**src/rtl/pipeline_stage_4.sv**
```systemverilog
// MEM stage: issues data-memory accesses, stalls until ack or timeout, and loads the MEM/WB registers.
// Latency: 0 stall cycles on same-cycle ack. Backpressure: Stall = dmem_req & ~dmem_ack holds upstream.
module pipeline_stage_4 #(
  parameter int TIMEOUT = 16
) (
  input  logic        clk,
  input  logic        rst,
  input  logic        Flush,
  input  logic [15:0] EXMEM_M,
  input  logic [3:0]  EXMEM_WB,
  input  logic [31:0] EXMEM_ALU,
  input  logic [31:0] EXMEM_MData,
  input  logic [4:0]  EXMEM_Waddr,
  output logic        dmem_req,
  output logic        dmem_we,
  output logic [31:0] dmem_addr,
  output logic [31:0] dmem_wdata,
  input  logic [31:0] dmem_rdata,
  input  logic        dmem_ack,
  output logic        Stall,
  output logic        MEMWB_WB,
  output logic [4:0]  MEMWB_Waddr,
  output logic [31:0] WB_Data,
  output logic [31:0] M_Data,
  output logic        mem_err
);
  localparam int CW = $clog2(TIMEOUT + 1);

  typedef enum logic {IDLE, WAIT} state_t;

  state_t        state_q, state_d;
  logic [CW-1:0] cnt_q, cnt_d;
  logic          pending, is_store, is_load, timeout;
  logic          wb_q;
  logic [4:0]    waddr_q;
  logic [31:0]   wb_data_q, m_data_q;
  logic          err_q;
  logic          unused_ctrl;

  assign unused_ctrl = ^{EXMEM_M[15:2], EXMEM_WB[3:2]};

  assign pending  = EXMEM_M[0] | EXMEM_M[1];
  assign is_store = EXMEM_M[1];
  assign is_load  = EXMEM_M[0] & ~EXMEM_M[1];

  always_comb begin
    state_d  = state_q;
    cnt_d    = cnt_q;
    timeout  = 1'b0;
    dmem_req = 1'b0;
    case (state_q)
      IDLE: begin
        dmem_req = pending;
        if (pending && !dmem_ack) begin
          state_d = WAIT;
          cnt_d   = '0;
        end
      end
      WAIT: begin
        dmem_req = 1'b1;
        if (dmem_ack) begin
          state_d = IDLE;
        // The IDLE issue cycle already stalled once, so TIMEOUT stall cycles end one count early.
        end else if (cnt_q == CW'(TIMEOUT - 2)) begin
          timeout = 1'b1;
          state_d = IDLE;
        end else begin
          cnt_d = cnt_q + CW'(1);
        end
      end
      default: state_d = IDLE;
    endcase
  end

  assign dmem_we    = dmem_req & is_store;
  assign dmem_addr  = EXMEM_ALU;
  assign dmem_wdata = EXMEM_MData;
  assign Stall      = dmem_req & ~dmem_ack;

  always_ff @(posedge clk) begin
    if (rst) begin
      state_q   <= IDLE;
      cnt_q     <= '0;
      wb_q      <= 1'b0;
      waddr_q   <= '0;
      wb_data_q <= '0;
      m_data_q  <= '0;
      err_q     <= 1'b0;
    end else begin
      state_q <= state_d;
      cnt_q   <= cnt_d;
      if (timeout) begin
        wb_q      <= 1'b0;
        waddr_q   <= '0;
        wb_data_q <= '0;
        err_q     <= 1'b1;
      end else if (!Stall) begin
        // An access that already waited must retire even if Flush is raised.
        if (Flush && state_q == IDLE) begin
          wb_q      <= 1'b0;
          waddr_q   <= '0;
          wb_data_q <= '0;
        end else begin
          wb_q      <= EXMEM_WB[0] & ~is_store;
          waddr_q   <= EXMEM_Waddr;
          wb_data_q <= (EXMEM_WB[1] && is_load) ? dmem_rdata : EXMEM_ALU;
        end
      end
      if (is_load && dmem_req && dmem_ack) begin
        m_data_q <= dmem_rdata;
      end
    end
  end

  assign MEMWB_WB    = wb_q;
  assign MEMWB_Waddr = waddr_q;
  assign WB_Data     = wb_data_q;
  assign M_Data      = m_data_q;
  assign mem_err     = err_q;
endmodule
```
**config.mk**
```make
export PLATFORM = sky130hd
export DESIGN_NAME = pipeline_stage_4
export DESIGN_NICKNAME = d
export VERILOG_FILES = /design/src/rtl/pipeline_stage_4.sv
export SDC_FILE = /design/constraint.sdc
export NUM_CORES = 1
export LEC_CHECK = 0
export BUFFER_PORTS_ARGS = -buffer_cell sky130_fd_sc_hd__buf_4
export CAP_MARGIN = 20
export CORE_AREA = 2 2 103 105
export DETAILED_ROUTE_END_ITERATION = 10
export DIE_AREA = 0 0 105 107
export GPL_ROUTABILITY_DRIVEN = 0
export PLACE_DENSITY = 0.72
export RECOVER_POWER = 25
export SETUP_SLACK_MARGIN = 0.2
export SYNTH_ARGS = -nofsm -noshare
export SYNTH_HDL_FRONTEND = slang
export SYNTH_SLANG_ARGS = --single-unit
```
**constraint.sdc**
```tcl
create_clock -name clk -period 2.25 [get_ports clk]
set_clock_uncertainty 0.1 [all_clocks]
set_input_delay 0.3375 -clock clk [delete_from_list [all_inputs] [get_ports clk]]
set_output_delay 0.3375 -clock clk [all_outputs]
set_load 0.05 [all_outputs]
```
==> Word level (Yosys, flattened, before mapping) <==
Cells that the tools add are included.
{ "classes": {"bitwise_logic": 8, "eq_ne": 4, "mux": 16, "reduce_logical": 8, "addsub": 1} }
{ "ops": {"columns": ["op", "count"], "rows": [
  ["32-bit 2-to-1 mux", 2],
  ["5-bit 2-to-1 mux", 4],
  ["5-bit case mux with 2 select lines", 1],
  ["1-bit 2-to-1 mux", 7],
  ["2-bit inequality test (second input constant)", 3],
  ["5-bit by 1-bit adder with 5-bit output (second input constant)", 1],
  ["5-bit by 4-bit equality test with 1-bit output (second input constant)", 1],
  ["1-bit logical AND", 5],
  ["1-bit bitwise AND", 4],
  ["1-bit case mux with 2 select lines", 2],
  ["1-bit NOT", 3],
  ["3-bit AND reduction", 1],
  ["2-bit OR reduction", 1],
  ["1-bit logical NOT", 1],
  ["1-bit bitwise OR", 1]
]} }
{ "totals": {"wordCells": 44, "out_inout_bits": 138, "ff_bits": 77, "input_bits": 125} }

==> Logic depth before layout (Yosys ltp) <==
Gate-level depths: netlist (run 1).
{ "logic_depth": {"ltp_word": 5, "depth_mapped": 8, "mapped_depth_nobuf": 6} }

==> Worst setup path before layout (run 1) <==
No wires, ideal clock.
{ "synth_timing": {"path_type": "flip-flop to flip-flop", "startpoint": "register state_q", "endpoint": "register wb_data_q[30], in the netlist WB_Data[30]", "stages_incl_launch_ff": 7, "setup_time_ps": 117, "required_time_ps": 2033, "arrival_time_ps": 1530, "path_buffers": 2, "synth_period_minus_slack_ps": 1747, "setup_slack_ps": 503, "path_cell_list": "dfxtp_1 -> or3_4 -> and2_1 -> buf_6 -> buf_6 -> a22oi_1 -> nor2_1"} }
{ "synth_via": {"elab_chain_cells": 3, "word_cells_on_any_way": 7, "classes_between": "mux (3); bitwise (2); reduce/logical (2)"} }
{ "synth_lines": {"columns": ["element", "line_no", "text"], "rows": [
  ["from (decl)", "31", "state_t state_q, state_d;"],
  ["from (signal assigned)", "90", "state_q <= state_d;"],
  ["1-bit NOT", null, null],
  ["1-bit case mux with 2 select lines (*)", "51", "case (state_q)"],
  ["named net dmem_req", "14", "output logic dmem_req,"],
  ["1-bit bitwise AND (*)", "78", "assign Stall = dmem_req & ~dmem_ack;"],
  ["named net Stall", "20", "output logic Stall,"],
  ["to (signal assigned)", "106", "wb_data_q <= (EXMEM_WB[1] && is_load) ? dmem_rdata : EXMEM_ALU;"],
  ["to (decl)", "36", "logic [31:0] wb_data_q, m_data_q;"]
]} }
Mark *: on every way through the listed nets, which the timed path passes. The rest lies on a longest branch.
A chain may end at the register's enable or synchronous reset.

==> Final worst setup path (run 1) <==
{ "layout_timing": {"startpoint": "register state_q", "endpoint": "output port Stall"} }
{ "layout_via": {"elab_chain_cells": 3} }
{ "layout_lines": {"columns": ["element", "line_no"], "rows": [
  ["1-bit NOT", null],
  ["1-bit case mux with 2 select lines (*)", "51"],
  ["1-bit bitwise AND (*)", "78"],
  ["to (decl)", "20"]
]} }
Every way passes the cells marked *; elsewhere a longest branch is shown, timed or not.

==> results of run 1 <==
-- critical path, cell delays in order (launching register included) --
cell and delay (ns):
dfxtp_1 0.36, or3_4 0.43, and2_4 0.18, buf_4 0.18
-- Yosys cell counts (2+ instances only) --
library cell and n:
nor3_1 4, inv_1 4, dfxtp_1 77, nor2_1 45
buf_6 7, buf_2 7, mux2_2 32, a22oi_1 37
a21oi_1 35, buf_4 65, a31oi_1 3, ha_1 2
nand3_1 3, clkbuf_1 13, nand2_1 68
-- metrics by stage --
step,setup WS [ns],instances
after floorplan,0.503,415
after global placement,0.335,651
after detailed placement,0.255,651
after CTS,0.248,668
after global routing,0.269,668
final,0.333,668
-- layout make-up --
| cell class | instances | share of cell area (%) |
|---|---|---|
| multi-input cells | 242 | 29.8 |
| repair buffers | 193 | 29.9 |
| flip-flops and latches | 77 | 32.0 |
| clock inverters | 6 | 1.82 |
| inverters | 4 | 0.312 |
| well taps | 136 | 3.53 |
| clock buffers | 10 | 2.65 |
-- cells in the final DEF (no fill, tap or decap), drive strengths merged --
master      n
inv         4
nor3        4
clkinv      1
and3        1
o211ai      1
or2         1
buf       187
mux2       32
clkbuf     16
a32oi       1
nand2      68
nand3b      1
ha          2
dfxtp      77
bufinv      2
or3         1
and2        1
nand4b      1
clkinvlp    3
o21bai      1
a22oi      38
nor2       45
a31oi       3
a21oi      35
a311oi      1
and4b       1
nand2b      1
nand3       3
-- worst paths after layout --
| check | cells past startpoint | end | start | slack, ns |
|---|---|---|---|---|
| min | 3 | MEMWB_Waddr[4] | EXMEM_Waddr[4] | 0.14 |
| min reg2reg | 2 | M_Data[14] | M_Data[14] | 0.36 |
| max | 3 | Stall | state_q | 0.33 |
| max reg2reg | 6 | WB_Data[27] | state_q | 0.42 |
-- state kept, by name (all words and copies together), names as in the netlist --
signal	flops
mem_err	1
WB_Data	32
M_Data	32
cnt_q	5
MEMWB_Waddr	5
MEMWB_WB	1
state_q	1
-- metal layers --
metal / GRT usage [%] / vias to the layer above
li1: - / 1564
met3: 5.05 / 20
met4: 5.52 / 0
met1: 17.1 / 1437
met5: 0 / -
met2: 33.7 / 150
-- logic make-up (layout without fill, tap and decap cells) --
kind of cell,count (synthesis),after routing,share of synthesized area (%)
buf+inv,96,213,18.3
flops,77,77,42.4
fa+ha+maj,2,2,0.688
simple gates,128,128,14.3
compound gates,80,80,14.4
mux,32,32,9.91
-- power by group through the flow --
| stage | logic [mW] | registers [mW] | clock network (mW) |
|---|---|---|---|
| 5_1_grt | 0.867 | 1.46 | 1.23 |
| 3_5_place_dp | 0.828 | 1.49 | 0 |
| 6_report | 0.822 | 1.45 | 1.13 |
| 2_1_floorplan | 0.526 | 1.68 | 0 |
| 3_3_place_gp | 0.820 | 1.48 | 0 |
| 4_1_cts | 0.833 | 1.45 | 1.18 |
-- repair_timing --
action                                 in CTS  in global routing
buffers inserted                            1                  0
resized for setup                           1                  1
endpoints found under the hold margin       0                  0
setup endpoints to repair                   1                 38
==> out/qor.txt, run 1 <==
Status: finished clean
FF+latch count, synth: 77
Initial antenna violation count: 0
Max frequency: 522 MHz
WL met3: 742 um
Initial Utilization: 36.0%
Slew Limit Fails: 0
Final wirelength: 10200 um
Combinational share of power: 24.1%
Static Leak: 2.14 nW
Avg WL per Cell: 15.2 um
Switching Fraction: 31.4%
Multi-input logic area: 0.00144 mm2
Worst-path clk slew: 0.08 ns
Min cycle time layout: 1.92 ns
Nets: 654
Warnings from Yosys: 0
DRC Markers: 0
CP Launch Type: flop
Root buf cell: clkbuf_8
Fillcell total: 999
Std cell rows: 37
Post-Syn Area: 0.00364 mm2
Overflow after GRT: 0
Ys flop type: dfxtp_1
RSZ-0062 raised after global routing: false
Die Y: 107 um
Antenna viol nets, final: 0
Finished Cell Area: 0.00482 mm2
CTS HTree Levels: 3
Clk buf depth: 2
Final Core Density: 47.7%
Async set or reset register ratio after synthesis: 0%
DP Wirelength: 7410 um
Mapped Nets: 542
Clock Latency Late Sink: 0.33 ns
Clock Power Share: 33.2%
Largest net degree at the start of global routing: 40
Period utilization: 85.2%
MaxCap Viol Count: 0
DR vias: 3171
Crit Path Class: reg2out
Synth area leaders: dfxtp_1 (42%), buf_4 (13%), mux2_2 (9.9%), a22oi_1 (7.6%), nand2_1 (7.0%)
# diodes: 0
Arr. time, crit path: 1.48 ns
Post-synth EDFFs: 0
Critical Path RT: 1.81 ns
Hold_ws: 0.137 ns
Io pins: 263
Register area: 0.00154 mm2
Power per cell area: 708 mW/mm2
Area Overhead vs Synth: 32.4%
Vias in the first global route: 3186
Distinct cells, synth: 28
Seq pwr share: 42.6%
Hold Path Class: in2reg
1st-pass router iterations: 4
Die footprint: 0.0112 mm2
Synth area leader: dfxtp_1
Tot GR Track Use: 17.1%
DR top layer: met4
Cells after Synth: 415
Setup Viol. Count Final: 0
CTS Hold Bufs: 0
Sw Pwr: 1.07 mW
Initial DRC count: 93
Slew HR: 35.3%
Peak VDD IR: 0.000313 V
Via density: 4.75
Final hold viol count: 0
Worst Max-Slew Pin Slew: 0.970 ns
Wl on met1: 3800 um
Area share of the largest cell type after synthesis: 42.4%
Proportion of layout cells with a drive suffix above 1: 44.9%
Mean Syn Cell Area: 8.76 um2
Die width: 105 um
IO Port Bufs: 182
TritonCTS clock tree: done
Placed cell areas: 0.00461 mm2
Sink Count: 77
Routed length on met2: 5450 um
First-pass GRT wire length: 15300 um
Power, Total: 3.41 mW
Pint: 2.34 mW
Sequential share of the synthesized area: 42.4%
Core Area: 0.0101 mm2
CP endpoint kind: output pin
Post-route setup TNS: 0 ns
Num CTS Buffers: 9
Crit Path Max Fanout: 6
(Power assumes the default switching activity.)
==> run 2: changes to the inputs <==
--- a/config.mk
+++ b/config.mk
@@ -5,6 +5,7 @@
 export SDC_FILE = /design/constraint.sdc
 export NUM_CORES = 1
 export LEC_CHECK = 0
+export ABC_CLOCK_PERIOD_IN_PS = 1950
 export BUFFER_PORTS_ARGS = -buffer_cell sky130_fd_sc_hd__buf_4
 export CAP_MARGIN = 20
 export CORE_AREA = 2 2 103 105
@@ -14,6 +15,7 @@
 export PLACE_DENSITY = 0.72
 export RECOVER_POWER = 25
 export SETUP_SLACK_MARGIN = 0.2
+export SLEW_MARGIN = 20
 export SYNTH_ARGS = -nofsm -noshare
 export SYNTH_HDL_FRONTEND = slang
 export SYNTH_SLANG_ARGS = --single-unit
==> constraint.sdc (replaced) <==
create_clock -name clk -period 1.95 [get_ports clk]
set_clock_uncertainty 0.1 [all_clocks]
set_input_delay 0.2925 -clock clk [delete_from_list [all_inputs] [get_ports clk]]
set_output_delay 0.2925 -clock clk [all_outputs]
set_load 0.05 [all_outputs]
==> run 2 against run 1 <==
- sequential cell count is the same
- first-iteration DRC count grew 6.5%
- total power rose by 17%
- utilization increased by 0.22 points
- global-route usage is 0.40 points higher
- setup slack got worse by 0.11 ns
- sequential share of layout area barely moved
- via count is 4.6% higher
- largest power group unchanged
==> out/qor.txt, run 2 (synthesis gave the netlist of run 1 again) <==
Status: finished clean
Clock Latency Late Sink: 0.34 ns
Hold Path Class: in2reg
Std cell rows: 37
Buf/Inv on CP: 1
Final hold viol count: 0
Top delay family on crit path: simple AND/OR/NAND/NOR gates
Initial antenna violation count: 0
Nets: 658
IO Port Bufs: 182
Slew HR: 59.4%
Worst-path clk slew: 0.08 ns
Most frequent cells in the layout: buf_4 (171), dfxtp_1 (75), nand2_1 (68)
Power per cell area: 823 mW/mm2
Arr. time, crit path: 1.34 ns
MaxCap Viol Count: 0
Fillcell total: 1009
DP Wirelength: 7500 um
Die footprint: 0.0112 mm2
1st-pass router iterations: 4
Multi-input logic area: 0.00144 mm2
Num CTS Buffers: 9
Peak VDD IR: 0.000330 V
Critical Path RT: 1.56 ns
# diodes: 0
Clk buf depth: 2
RSZ-0062 raised after global routing: true
CP endpoint kind: output pin
CTS HTree Levels: 3
Worst Max-Slew Pin Slew: 0.612 ns
Die Y: 107 um
Avg WL per Cell: 15.0 um
Min cycle time layout: 1.73 ns
Crit-path cells: or3_4 -> and2_4 -> buf_8
Worst path slowest cell: or3_4
Final wirelength: 10100 um
Slew Limit Fails: 0
TritonCTS clock tree: done
Max frequency: 578 MHz
Period utilization: 88.8%
Io pins: 263
Antenna viol nets, final: 0
Root buf cell: clkbuf_8
Crit Path Class: reg2out
Overflow after GRT: 0
Area Overhead vs Synth: 33.0%
DRC Markers: 0
Via density: 4.93
Die width: 105 um
Static Leak: 2.14 nW
CP Launch Type: flop
Most common cell after layout, fill and taps aside: buf_4
First-pass GRT wire length: 15600 um
Tot GR Track Use: 17.5%
Crit Path Max Fanout: 4
Post-route setup TNS: 0 ns
Largest net degree at the start of global routing: 40
Core Area: 0.0101 mm2
Setup Viol. Count Final: 0
Vias in the first global route: 3330
Hold_ws: 0.0875 ns
CTS Hold Bufs: 0
Register area: 0.00155 mm2
Critical path's largest stage delay: 0.35 ns
Initial DRC count: 99
Proportion of layout cells with a drive suffix above 1: 43.1%
Initial Utilization: 36.0%
Sink Count: 77
DR vias: 3316
==> run 2: metrics by stage <==
| step | total power, mW | util [%] | area, um2 | worst slack, ns | std cells |
|---|---|---|---|---|---|
| floorplan | 2.54 | - | 3640 | 0.203 | 415 |
| global placement | 2.66 | 46.0 | 4650 | 0.206 | 654 |
| CTS | 4.05 | 48.6 | 4900 | 0.198 | 672 |
| finish | 3.98 | 47.9 | 4840 | 0.219 | 672 |
| detailed placement | 2.68 | 46.0 | 4650 | 0.161 | 654 |
| global route | 4.16 | 47.9 | 4840 | 0.170 | 672 |
==> run 2: what timing repair did <==
item                       4_1_cts  5_1_grt
setup endpoints to repair        4       31
resized for setup                6        5
pin swaps                        2        0
buffers inserted                 2        0
==> run 2: cell type report <==
type	instances	area share, %
flip-flops and latches	77	32.0
repair buffers	197	29.8
multi-input cells	242	29.7
well taps	136	3.52
clock buffers	12	3.21
clock inverters	4	1.45
inverters	4	0.310
==> run 2: worst paths after layout <==
| check | start | cells past startpoint | slack [ns] | end |
|---|---|---|---|---|
| worst max-delay path | state_q | 3 | 0.22 | Stall |
| worst min-delay path | EXMEM_Waddr[1] | 3 | 0.09 | MEMWB_Waddr[1] |
| worst min register to register | M_Data[18] | 2 | 0.36 | M_Data[18] |
| worst max register to register | state_q | 6 | 0.24 | WB_Data[17] |
==> run 2: power breakdown <==
group          switching, mW  internal, mW
registers             0.0370          1.64
clock network          0.571         0.788
logic                  0.613         0.335
total                   1.22          2.76
==> run 2: layer usage <==
| metal | routed length [um] | vias up | GRT usage (%) |
|---|---|---|---|
| met5 | 0 | - | 0 |
| met4 | 143 | 0 | 6.67 |
| met3 | 765 | 18 | 4.50 |
| met2 | 5470 | 171 | 34.1 |
| met1 | 3730 | 1559 | 17.9 |
| li1 | - | 1568 | - |
==> run 2: tightest hold or removal path, delay by kind of cell <==
| kind | cells | cell delay [ns] |
|---|---|---|
| buffers and inverters | 1 | 0.07 |
| AND/OR/NAND/NOR | 1 | 0.07 |
| AO/OA/AOI/OAI | 1 | 0.05 |
==> run 3: changes to the inputs <==
--- a/config.mk
+++ b/config.mk
@@ -12,10 +12,11 @@
 export DETAILED_ROUTE_END_ITERATION = 10
 export DIE_AREA = 0 0 105 107
 export GPL_ROUTABILITY_DRIVEN = 0
+export GPL_TIMING_DRIVEN = 0
 export PLACE_DENSITY = 0.72
 export RECOVER_POWER = 25
 export SETUP_SLACK_MARGIN = 0.2
-export SLEW_MARGIN = 20
+export SLEW_MARGIN = 10
 export SYNTH_ARGS = -nofsm -noshare
 export SYNTH_HDL_FRONTEND = slang
 export SYNTH_SLANG_ARGS = --single-unit
==> run 3 against run 2 <==
- sequential power barely moved
- utilization rose by 6.8 points
- clock power fell by 13%
- hold slack improved by 0.0077 ns
- combinational power rose by 30%
- sequential cell count did not move
- via count rose by 9.1%
- setup slack got worse by 0.16 ns
- clock-buffer cell count fell by 1
- first-iteration DRC count rose by 32%
- sequential share of layout area fell by 4.1 points
- critical endpoint unchanged
- largest cell class is now buffers
==> out/qor.txt, run 3 (synthesis gave the netlist of run 1 again) <==
Crit Path Class: reg2out
Critical path's most frequent cell: buf_8
Slew Limit Fails: 0
Vias in the first global route: 3502
TritonCTS clock tree: done
Initial DRC count: 131
Via density: 4.59
Final hold viol count: 0
Nets: 775
Critical path's largest stage delay: 0.33 ns
Met3 Usage GRT: 5.05%
Worst path slowest cell: or3_4
Clock Latency Late Sink: 0.33 ns
Area Overhead vs Synth: 51.8%
Largest net degree at the start of global routing: 14
Initial antenna violation count: 0
Std cell rows: 37
Initial Utilization: 36.0%
DR vias: 3618
Antenna viol nets, final: 0
Avg WL per Cell: 14.5 um
Core Area: 0.0101 mm2
Crit-path cells: or3_4 -> and2_4 -> buf_6 -> buf_8 -> buf_8
RSZ-0062 raised after global routing: true
Worst min-delay path endpoint: MEMWB_Waddr[0]
CTS HTree Levels: 3
Min cycle time layout: 1.89 ns
Reg2Reg Depth: 7
Reg2reg start: state_q
Capturing point of the worst reg2reg path: WB_Data[30]
Root buf cell: clkbuf_8
Hold Path Class: in2reg
Final Core Density: 54.7%
R2R setup slack: 0.26 ns
MaxCap Viol Count: 0
CP Launch Type: flop
Worst-path clk slew: 0.08 ns
Io pins: 263
Proportion of layout cells with a drive suffix above 1: 46.9%
Die width: 105 um
Critical Path RT: 1.56 ns
CP endpoint kind: output pin
Tot GR Track Use: 19.3%
Num CTS Buffers: 9
Placed cell count: 765
Most frequent cells in the layout: buf_4 (233), dfxtp_1 (75), nand2_1 (68)
Slew HR: 58.9%
1st-pass router iterations: 4
DP Wirelength: 9050 um
Final wirelength: 11500 um
Routing usage on met2: 36.3%
Die Y: 107 um
Overflow after GRT: 0
Top delay family on crit path: simple AND/OR/NAND/NOR gates
Setup Viol. Count Final: 0
Die footprint: 0.0112 mm2
Worst Max-Slew Pin Slew: 0.618 ns
Sink Count: 77
CP Depth: 5
Min-delay src: EXMEM_Waddr[0]
Period utilization: 96.8%
Peak VDD IR: 0.000479 V
Power, Total: 4.09 mW
Post-route setup TNS: 0 ns
Busiest grt layer: met2
Static Leak: 2.51 nW
IO Port Bufs: 214
Arr. time, crit path: 1.49 ns
Max frequency: 530 MHz
Non-filler cells, final: 789
Clk buf depth: 2
Hold Crit Depth: 3
DRC Markers: 0
Power per cell area: 740 mW/mm2
Routing usage on met1: 21.7%
# diodes: 0
Status: finished clean
First-pass GRT wire length: 17500 um
Most common cell after layout, fill and taps aside: buf_4
Buf/Inv on CP: 3
Crit Path Max Fanout: 2
-- run 3: final cells by class --
type,instances,area (um2)
fill,984,4570
buffer,92,678
multi-input combinational,242,1440
clock buffer,11,131
clock inverter,5,61.3
tap,136,170
sequential,77,1540
timing repair buffer,222,1480
inverter,4,15.0
-- run 3: through the flow --
step                hold slack, ns  worst slack, ns  area [um2]
finish                      0.0952           0.0628        5520
global route                0.0854           0.0163        5520
CTS                         0.0868           0.0579        5680
detailed placement           0.348          0.00509        5410
global placement             0.344           0.0267        5410
floorplan                    0.329            0.203        3640
-- run 3: repair_timing --
item                                    4_1_cts  5_1_grt
gates resized for setup                      10        7
hold buffers                                  0        0
pin swaps                                     2        1
setup buffers                                 6        2
endpoints found under the hold margin         0        0
endpoints found under the setup margin       31       23
-- run 3: worst max path at each step --
stage	startpoint	to	slack (ns)
6_report	state_q	Stall	0.06
3_5_place_dp	EXMEM_M[0]	WB_Data[30]	0.005
2_1_floorplan	state_q	WB_Data[30]	0.20
5_1_grt	state_q	Stall	0.02
3_3_place_gp	EXMEM_M[0]	WB_Data[17]	0.03
4_1_cts	state_q	Stall	0.06
-- run 3: tightest hold or removal path, cell delays in order --
cell	delay [ns]
buf_4	0.08
a22oi_2	0.05
nor2_2	0.07
-- run 3: power breakdown --
group	internal (mW)	switching, mW	total [mW]
combinational	0.450	0.782	1.23
sequential	1.64	0.0372	1.68
clock	0.595	0.584	1.18
total	2.69	1.40	4.09
-- run 3: metal layers --
metal	up-vias	wire length (um)
met4	0	123
met2	164	5990
met3	13	905
met1	1639	4460
li1	1802	-
met5	-	0
